## config.mk

```make
export PLATFORM = sky130hd
export DESIGN_NAME = mux4_rr_arbiter
export DESIGN_NICKNAME = d
export VERILOG_FILES = /design/src/rtl/mux4_rr_arbiter_pkg.sv /design/src/rtl/mux4_rr_arbiter_rr_pick4.sv /design/src/rtl/mux4_rr_arbiter.sv
export SDC_FILE = /design/constraint.sdc
export NUM_CORES = 1
export LEC_CHECK = 0
export ABC_AREA = 1
export BUFFER_PORTS_ARGS = -buffer_cell sky130_fd_sc_hd__clkbuf_2
export CAP_MARGIN = 20
export CORE_MARGIN = 4
export CORE_UTILIZATION = 50
export DETAILED_ROUTE_END_ITERATION = 6
export PLACE_DENSITY_LB_ADDON = 0.12
export SLEW_MARGIN = 20
export SYNTH_ARGS = -nofsm -noshare
export SYNTH_HDL_FRONTEND = slang
export SYNTH_HIERARCHICAL = 1
export SYNTH_SLANG_ARGS = --single-unit
```

## constraint.sdc

```tcl
create_clock -name clk -period 3.3 [get_ports clk]
set_clock_uncertainty 0.1 [all_clocks]
set_input_delay 0.495 -clock clk [delete_from_list [all_inputs] [get_ports clk]]
set_output_delay 0.495 -clock clk [all_outputs]
set_load 0.1 [all_outputs]
```

## src/rtl/mux4_rr_arbiter_pkg.sv

```systemverilog
// Shared types and sizes for the 4:1 round-robin mux arbiter.
package mux4_rr_arbiter_pkg;

  localparam int NUM_REQ    = 4;
  localparam int SEL_W      = 2;
  localparam int HOLD_CNT_W = 4;

  typedef enum logic [0:0] {
    IDLE  = 1'b0,
    GRANT = 1'b1
  } state_e;

  function automatic logic [NUM_REQ-1:0] onehot(input logic [SEL_W-1:0] idx);
    return {{(NUM_REQ-1){1'b0}}, 1'b1} << idx;
  endfunction

endpackage

```

## src/rtl/mux4_rr_arbiter_rr_pick4.sv

```systemverilog
// Combinational rotating-priority picker: first set request at or after ptr.
module rr_pick4
  import mux4_rr_arbiter_pkg::*;
(
  input  logic [NUM_REQ-1:0] req,
  input  logic [SEL_W-1:0]   ptr,
  input  logic [NUM_REQ-1:0] exclude,
  output logic [SEL_W-1:0]   idx,
  output logic               found
);

  logic [NUM_REQ-1:0] masked;
  logic [SEL_W-1:0]   pos;

  always_comb begin
    masked = req & ~exclude;
    idx    = '0;
    found  = 1'b0;
    pos    = '0;
    // Walk from the farthest position back so the nearest match wins.
    for (int k = NUM_REQ - 1; k >= 0; k--) begin
      pos = ptr + SEL_W'(k);
      if (masked[pos]) begin
        idx   = pos;
        found = 1'b1;
      end
    end
  end

endmodule

```

## src/rtl/mux4_rr_arbiter.sv

```systemverilog
// Round-robin arbiter driving a shared 4:1 mux with registered grant, select and data.
module mux4_rr_arbiter
  import mux4_rr_arbiter_pkg::*;
#(
  parameter int DW       = 1,
  parameter int HOLD_MAX = 4
) (
  input  logic                 clk,
  input  logic                 rst_n,
  input  logic [NUM_REQ-1:0]   req,
  input  logic [DW-1:0]        din0,
  input  logic [DW-1:0]        din1,
  input  logic [DW-1:0]        din2,
  input  logic [DW-1:0]        din3,
  output logic [NUM_REQ-1:0]   gnt,
  output logic [SEL_W-1:0]     sel,
  output logic [DW-1:0]        dout,
  output logic                 dout_valid,
  output logic                 busy
);

  localparam logic [HOLD_CNT_W-1:0] HOLD_LIM = HOLD_CNT_W'(HOLD_MAX);

  state_e                  state;
  logic [SEL_W-1:0]        ptr;
  logic [HOLD_CNT_W-1:0]   hold_cnt;

  logic [DW-1:0]           din_sel;
  logic                    req_sel;
  logic                    rel;
  logic [SEL_W-1:0]        pick_ptr;
  logic [NUM_REQ-1:0]      pick_excl;
  logic [SEL_W-1:0]        pick_idx;
  logic                    pick_found;

  always_comb begin
    din_sel = din0;
    case (sel)
      2'd0:    din_sel = din0;
      2'd1:    din_sel = din1;
      2'd2:    din_sel = din2;
      default: din_sel = din3;
    endcase
  end

  assign req_sel = req[sel];
  assign rel     = !req_sel || (hold_cnt == HOLD_LIM);
  assign busy    = (state == GRANT);

  // On release the search starts after the current owner, which is skipped
  // so it only wins back the grant when nobody else is asking.
  assign pick_ptr  = (state == GRANT) ? sel + 2'd1 : ptr;
  assign pick_excl = (state == GRANT) ? onehot(sel) : '0;

  rr_pick4 u_pick (
    .req     (req),
    .ptr     (pick_ptr),
    .exclude (pick_excl),
    .idx     (pick_idx),
    .found   (pick_found)
  );

  always_ff @(posedge clk or negedge rst_n) begin
    if (!rst_n) begin
      state      <= IDLE;
      ptr        <= '0;
      hold_cnt   <= '0;
      gnt        <= '0;
      sel        <= '0;
      dout       <= '0;
      dout_valid <= 1'b0;
    end else begin
      case (state)
        IDLE: begin
          dout_valid <= 1'b0;
          if (pick_found) begin
            gnt      <= onehot(pick_idx);
            sel      <= pick_idx;
            hold_cnt <= HOLD_CNT_W'(1);
            state    <= GRANT;
          end
        end
        default: begin
          dout       <= din_sel;
          dout_valid <= req_sel;
          if (rel) begin
            ptr <= sel + 2'd1;
            if (pick_found) begin
              gnt      <= onehot(pick_idx);
              sel      <= pick_idx;
              hold_cnt <= HOLD_CNT_W'(1);
            end else if (req_sel) begin
              hold_cnt <= HOLD_CNT_W'(1);
            end else begin
              gnt      <= '0;
              hold_cnt <= '0;
              state    <= IDLE;
            end
          end else if (hold_cnt < HOLD_LIM) begin
            hold_cnt <= hold_cnt + HOLD_CNT_W'(1);
          end
        end
      endcase
    end
  end

endmodule

```

==> summary.txt, run 1 <==
Yosys
  • Mean Syn Cell Area: 6.94 µm²
  • Post-Syn Nets: 187
  • Syn. warnings: 6
  • Synth top area share: 0.318
  • Largest area contributor in the netlist: dfrtp_1
  • Netlist cell types: 23
  • Synthesized area: 1180 µm²
  • Post-synthesis sequential area ratio: 0.318
  • Register bit total from synthesis: 15
  • Largest cells by area after synthesis: dfrtp_1 32%, nand2_1 20%, ha_1 7.4%
  • Syn Inst Count: 170

CTS
  • Clock latency on the worst-skew pair: 0.29 ns
  • CTS H-tree lvls: 1
  • CTS tree: built
  • Post CTS Setup Buffer Count: 0
  • Max Root-Sink Buffers: 2
  • Hold_buf cts: 0
  • Root Buffer: clkbuf_4
  • CTS clk-pin slew, worst paths: 0.09 ns
  • Post-CTS Resized: 0
  • CTS buffer count: 3
  • CTS sink cnt: 15

Final layout
  • Antenna Cells: 0
  • Fin nets: 209
  • # fillers: 219
  • Final Core Density: 0.589
  • Synth-to-layout area growth: 11.6%
  • Sequential cell area: 375 µm²
  • Final non-filler cell total: 219
  • Multi-input gate area: 684 µm²
  • Layout cell share with drive strength beyond 1: 0.215

Setup path
  • Worst EP required: 3.39 ns
  • Worst-path fanout max: 11
  • Startpoint types: flop
  • Worst setup EP type: flop
  • WP data arrival: 2.90 ns
  • Critical path class: flop to flop
  • FF-to-FF path depth: 15

Route
  • Initial drt markers: 23
  • Wirelength, routed: 2330 µm
  • Post-DR vias/cell: 4.75
  • Vias: 1040
  • Post-route ant nets: 0
  • Avg WL per Cell: 10.6 µm
  • DR pass1 iterations: 4
  • Residual DRC: 0

Floorplanning
  • Starting Density: 0.528
  • Core ar.: 2230 µm²
  • Full die area: 3200 µm²
  • Row count: 17
  • Die W: 56.6 µm
  • DIE HEIGHT: 56.6 µm
  • IO Count: 19

STA
  • FMAX: 356 MHz
  • Slew headroom: 0.536
  • Final worst path period need: 2.81 ns
  • Unrepaired setup endpoints after global routing: no
  • Final hold vios: 0
  • Min Hold Slack: 0.0000850 ns
  • Final setup viols: 0
  • Tightest Pin Transition: 0.688 ns
  • Final slew viol count: 0
  • Setup TNS: 0 ns
  • Post-route clock period utilization: 0.851

Global route
  • Global-route wire length before repair: 4120 µm
  • Total gr overflow: 0
  • Vias in the first global route: 998
  • Antenna violations before repair: 0
  • Largest net degree at the start of global routing: 16
  • Total track usage: 0.162

Placement
  • Inst Count DP: 215
  • Final GP Congestion: 0.800
  • DPL Wire Length: 1880 µm
  • Number of port buffers: 18

Status
  • Status: finished clean

Min path
  • Min-delay worst type: primary input to asynchronous set/reset pin

Run
  • Max Cap Viol: 0
state kept, by name, indices dropped and copies added, names as in the netlist:
| name | cells |
|---|---|
| busy | 1 |
| dout | 1 |
| dout_valid | 1 |
| gnt | 4 |
| hold_cnt | 4 |
| ptr | 2 |
| sel | 2 |
area by class of cell:
type | instances | share of cell area
well taps | 28 | 0.0266
flip-flops and latches | 15 | 0.285
inverters | 26 | 0.0741
multi-input cells | 127 | 0.520
clock buffers | 4 | 0.0200
repair buffers | 19 | 0.0741
metal layers:
metal | part of all wire | global-route usage | up-vias
li1 | - | - | 572
met1 | 0.48 | 0.211 | 450
met2 | 0.47 | 0.257 | 14
met3 | 0.044 | 0.0483 | 4
met4 | 0.011 | 0.0441 | 0
met5 | 0 | 0 | -
per-stage QoR:
stage / area [µm²] / worst slack [ns]
floorplan: 1180 / 0.171
global placement: 1290 / 0.559
detailed placement: 1290 / 0.506
CTS: 1320 / 0.515
global route: 1320 / 0.221
finish: 1320 / 0.492
final timing paths:
kind / from / end / slack (ns)
max in group asynchronous: rst_n / sel[0] / 2.82
setup reg to reg: sel[0] / hold_cnt[0] / 0.49
min in group clk: din3 / dout / 0.40
hold reg to reg: gnt[1] / gnt[1] / 0.41
hold / removal: rst_n / gnt[3] / 0.00009
setup / recovery: sel[0] / hold_cnt[0] / 0.49
cell usage after synthesis (all sizes together):
library cell,n
buf,2
nand3,18
nor3,1
a21oi,4
inv,26
dfrtp,15
or2,1
xnor2,1
a31o,1
nand2,70
nand4,1
xor2,2
o21ai,12
nor2,9
ha,7
cell families after synthesis:
logic type,Yosys count,share of synthesized area
AO/OA/AOI/OAI,17,0.0785
AND/OR/NAND/NOR,100,0.405
flip-flops,15,0.318
adder cells (fa/ha/maj),7,0.0742
buffers and inverters,28,0.102
XOR/XNOR,3,0.0223
layout by cell type, fill, tap and decap left out, drive strengths merged:
cell type   n
a31o        1
clkbuf     22
o21ai      12
inv        26
a21oi       4
nor2        9
ha          7
xnor2       1
nand2      70
nand4       1
or2         1
xor2        2
dfrtp      15
nand3      18
buf         1
nor3        1
worst max-delay path, stage by stage (launching register included):
cell and delay [ns]:
dfrtp_1 0.57, inv_2 0.12, ha_1 0.34, nand2_1 0.07, o21ai_0 0.26, xor2_1 0.25
nand2_1 0.15, nand2_2 0.07, nor2_1 0.13, nand2_1 0.10, inv_1 0.14, nand2_1 0.07
nand2_1 0.17, inv_1 0.08, nand2_1 0.06, nand2_1 0.04
Power of run 1 is left out: the tool's default activity adds up to more than one toggle a clock period on the data nets, which glitch-free logic cannot reach.
==> inputs of run 2 (changes only) <==
--- a/config.mk
+++ b/config.mk
@@ -8,6 +8,7 @@
 export ABC_AREA = 1
 export BUFFER_PORTS_ARGS = -buffer_cell sky130_fd_sc_hd__clkbuf_2
 export CAP_MARGIN = 20
+export CORE_ASPECT_RATIO = 0.9
 export CORE_MARGIN = 4
 export CORE_UTILIZATION = 50
 export DETAILED_ROUTE_END_ITERATION = 6
==> run 2 against run 1 <==
Hold slack better by 0.014 ns. Core utilization is 0.58 points higher. Routed wire length rose by 3.7%. Final cell count stayed put. Register-to-register slack gained 0.06 ns. Via count is 3.6% higher. Die area barely moved. Global-route usage is 1.6 points higher. Flip-flop and latch count unchanged.
==> summary.txt, run 2 (synthesis results as in run 1) <==
CTS
  • CTS H-tree lvls: 1 (unchanged)
  • Hold_buf cts: 0 (unchanged)
  • Clock latency on the worst-skew pair: 0.28 ns (about the same)
  • CTS tree: built
  • Root Buffer: clkbuf_4
  • Max Root-Sink Buffers: 2 (unchanged)
  • CTS clk-pin slew, worst paths: 0.09 ns (about the same)
  • CTS sink cnt: 15 (unchanged)
  • Post CTS Setup Buffer Count: 0 (unchanged)
  • CTS buffer count: 3 (unchanged)
  • Post-CTS Resized: 0 (unchanged)

Floorplanning
  • Full die area: 3200 µm² (about the same)
  • Starting Density: 0.531 (+0.00268)
  • Die W: 59.2 µm (+4.6%)
  • Core ar.: 2220 µm² (-0.50%)
  • Row count: 16 (-1)
  • IO Count: 19 (unchanged)
  • DIE HEIGHT: 54.1 µm (-4.4%)

Global route
  • Global-route wire length before repair: 4230 µm (+2.7%)
  • Vias in the first global route: 955 (-4.3%)
  • Total gr overflow: 0 (unchanged)
  • Total track usage: 0.178 (+0.0162)
  • Antenna violations before repair: 0 (unchanged)
  • Largest net degree at the start of global routing: 16 (unchanged)

Setup path
  • Worst-path fanout max: 8 (-3)
  • Worst setup EP type: flop
  • WP data arrival: 2.83 ns (-0.07 ns)
  • Critical path class: flop to flop
  • Worst EP required: 3.38 ns (about the same)
  • Startpoint types: flop

Final layout
  • Antenna Cells: 0 (unchanged)
  • Fin nets: 210 (+0.48%)
  • Most frequent cells in the layout: 62 x nand2_1, 23 x inv_1, 18 x clkbuf_2
  • Layout cell share with drive strength beyond 1: 0.219 (+0.00409)
  • Top Registers: gnt: 4 flops, hold_cnt: 4 flops
  • Synth-to-layout area growth: 12.1%
  • Most common cell after layout, fill and taps aside: nand2_1

STA
  • Unrepaired setup endpoints after global routing: no
  • Tightest Pin Transition: 0.617 ns (-0.0713 ns)
  • Final hold vios: 0 (unchanged)
  • Slew headroom: 0.584 (+0.0481)
  • Final slew viol count: 0 (unchanged)
  • Final worst path period need: 2.75 ns (-0.0593 ns)
  • Final setup viols: 0 (unchanged)
  • FMAX: 364 MHz (+2.2%)
  • Setup TNS: 0 ns (unchanged)
  • Post-route clock period utilization: 0.833 (-0.0180)

Placement
  • DPL Wire Length: 1930 µm (+2.7%)
  • Final GP Congestion: 0.824 (+3.1%)
  • Number of port buffers: 18 (unchanged)

Route
  • Residual DRC: 0 (unchanged)
  • Avg WL per Cell: 11.0 µm (+3.7%)
  • Post-route ant nets: 0 (unchanged)
  • Vias: 1077 (+3.6%)
  • DR pass1 iterations: 4 (unchanged)
  • Wirelength, routed: 2410 µm (+3.7%)
  • Initial drt markers: 100 (+330%)
  • Post-DR vias/cell: 4.92 (+3.6%)

Min path
  • Min-delay worst type: primary input to asynchronous set/reset pin

Run
  • Max Cap Viol: 0 (unchanged)

Status
  • Status: finished clean
run 2: changes by cell type in the layout (fill, tap and decap cells not counted), sizes merged:
| cell | previous run | this run |
|---|---|---|
| buf | 1 | 2 |
run 2: path summary, 6_finish.rpt:
check / start / to / slack (ns) / cells past startpoint
worst max-delay path: sel[1] / hold_cnt[0] / 0.55 / 15
worst min-delay path: rst_n / ptr[1] / 0.01 / 1
worst max register to register: sel[1] / hold_cnt[0] / 0.55 / 15
worst min register to register: gnt[1] / gnt[1] / 0.39 / 2
max in group asynchronous: rst_n / dout / 2.80 / 1
min in group clk: gnt[1] / gnt[1] / 0.39 / 2
run 2: final cells by class:
cell class              count  area (µm²)
repair buffers             20         105
flip-flops and latches     15         375
clock buffers               4        26.3
inverters                  26        97.6
multi-input cells         127         684
fillers                   207         900
well taps                  27        33.8
run 2: critical path: stages, from the launching register on:
cell and delay (ns):
dfrtp_1 0.53, inv_1 0.17, ha_1 0.32, nand2_1 0.07, o21ai_0 0.22, xor2_1 0.23, nand2_1 0.14, nand2_2 0.07
nor2_1 0.13, nand2_1 0.10, inv_1 0.15, nand2_1 0.08, nand2_1 0.17, inv_1 0.08, nand2_1 0.06, nand2_1 0.04
run 2: stage by stage:
step	hold WS, ns	cell area, µm²	cells	util	setup slack (ns)
2_1_floorplan	0.0994	1180	170	-	0.171
3_3_place_gp	0.328	1300	215	0.583	0.702
3_5_place_dp	0.342	1300	215	0.583	0.575
4_1_cts	0.0126	1320	219	0.595	0.566
5_1_grt	0.0167	1320	219	0.595	0.247
6_report	0.0144	1320	219	0.595	0.551
run 2: layer usage:
layer	share of wire	GRT usage
met5	0	0
met2	0.43	0.262
met1	0.50	0.248
met3	0.061	0.0600
met4	0.0029	0.0453
Power of run 2 is left out for the same reason.
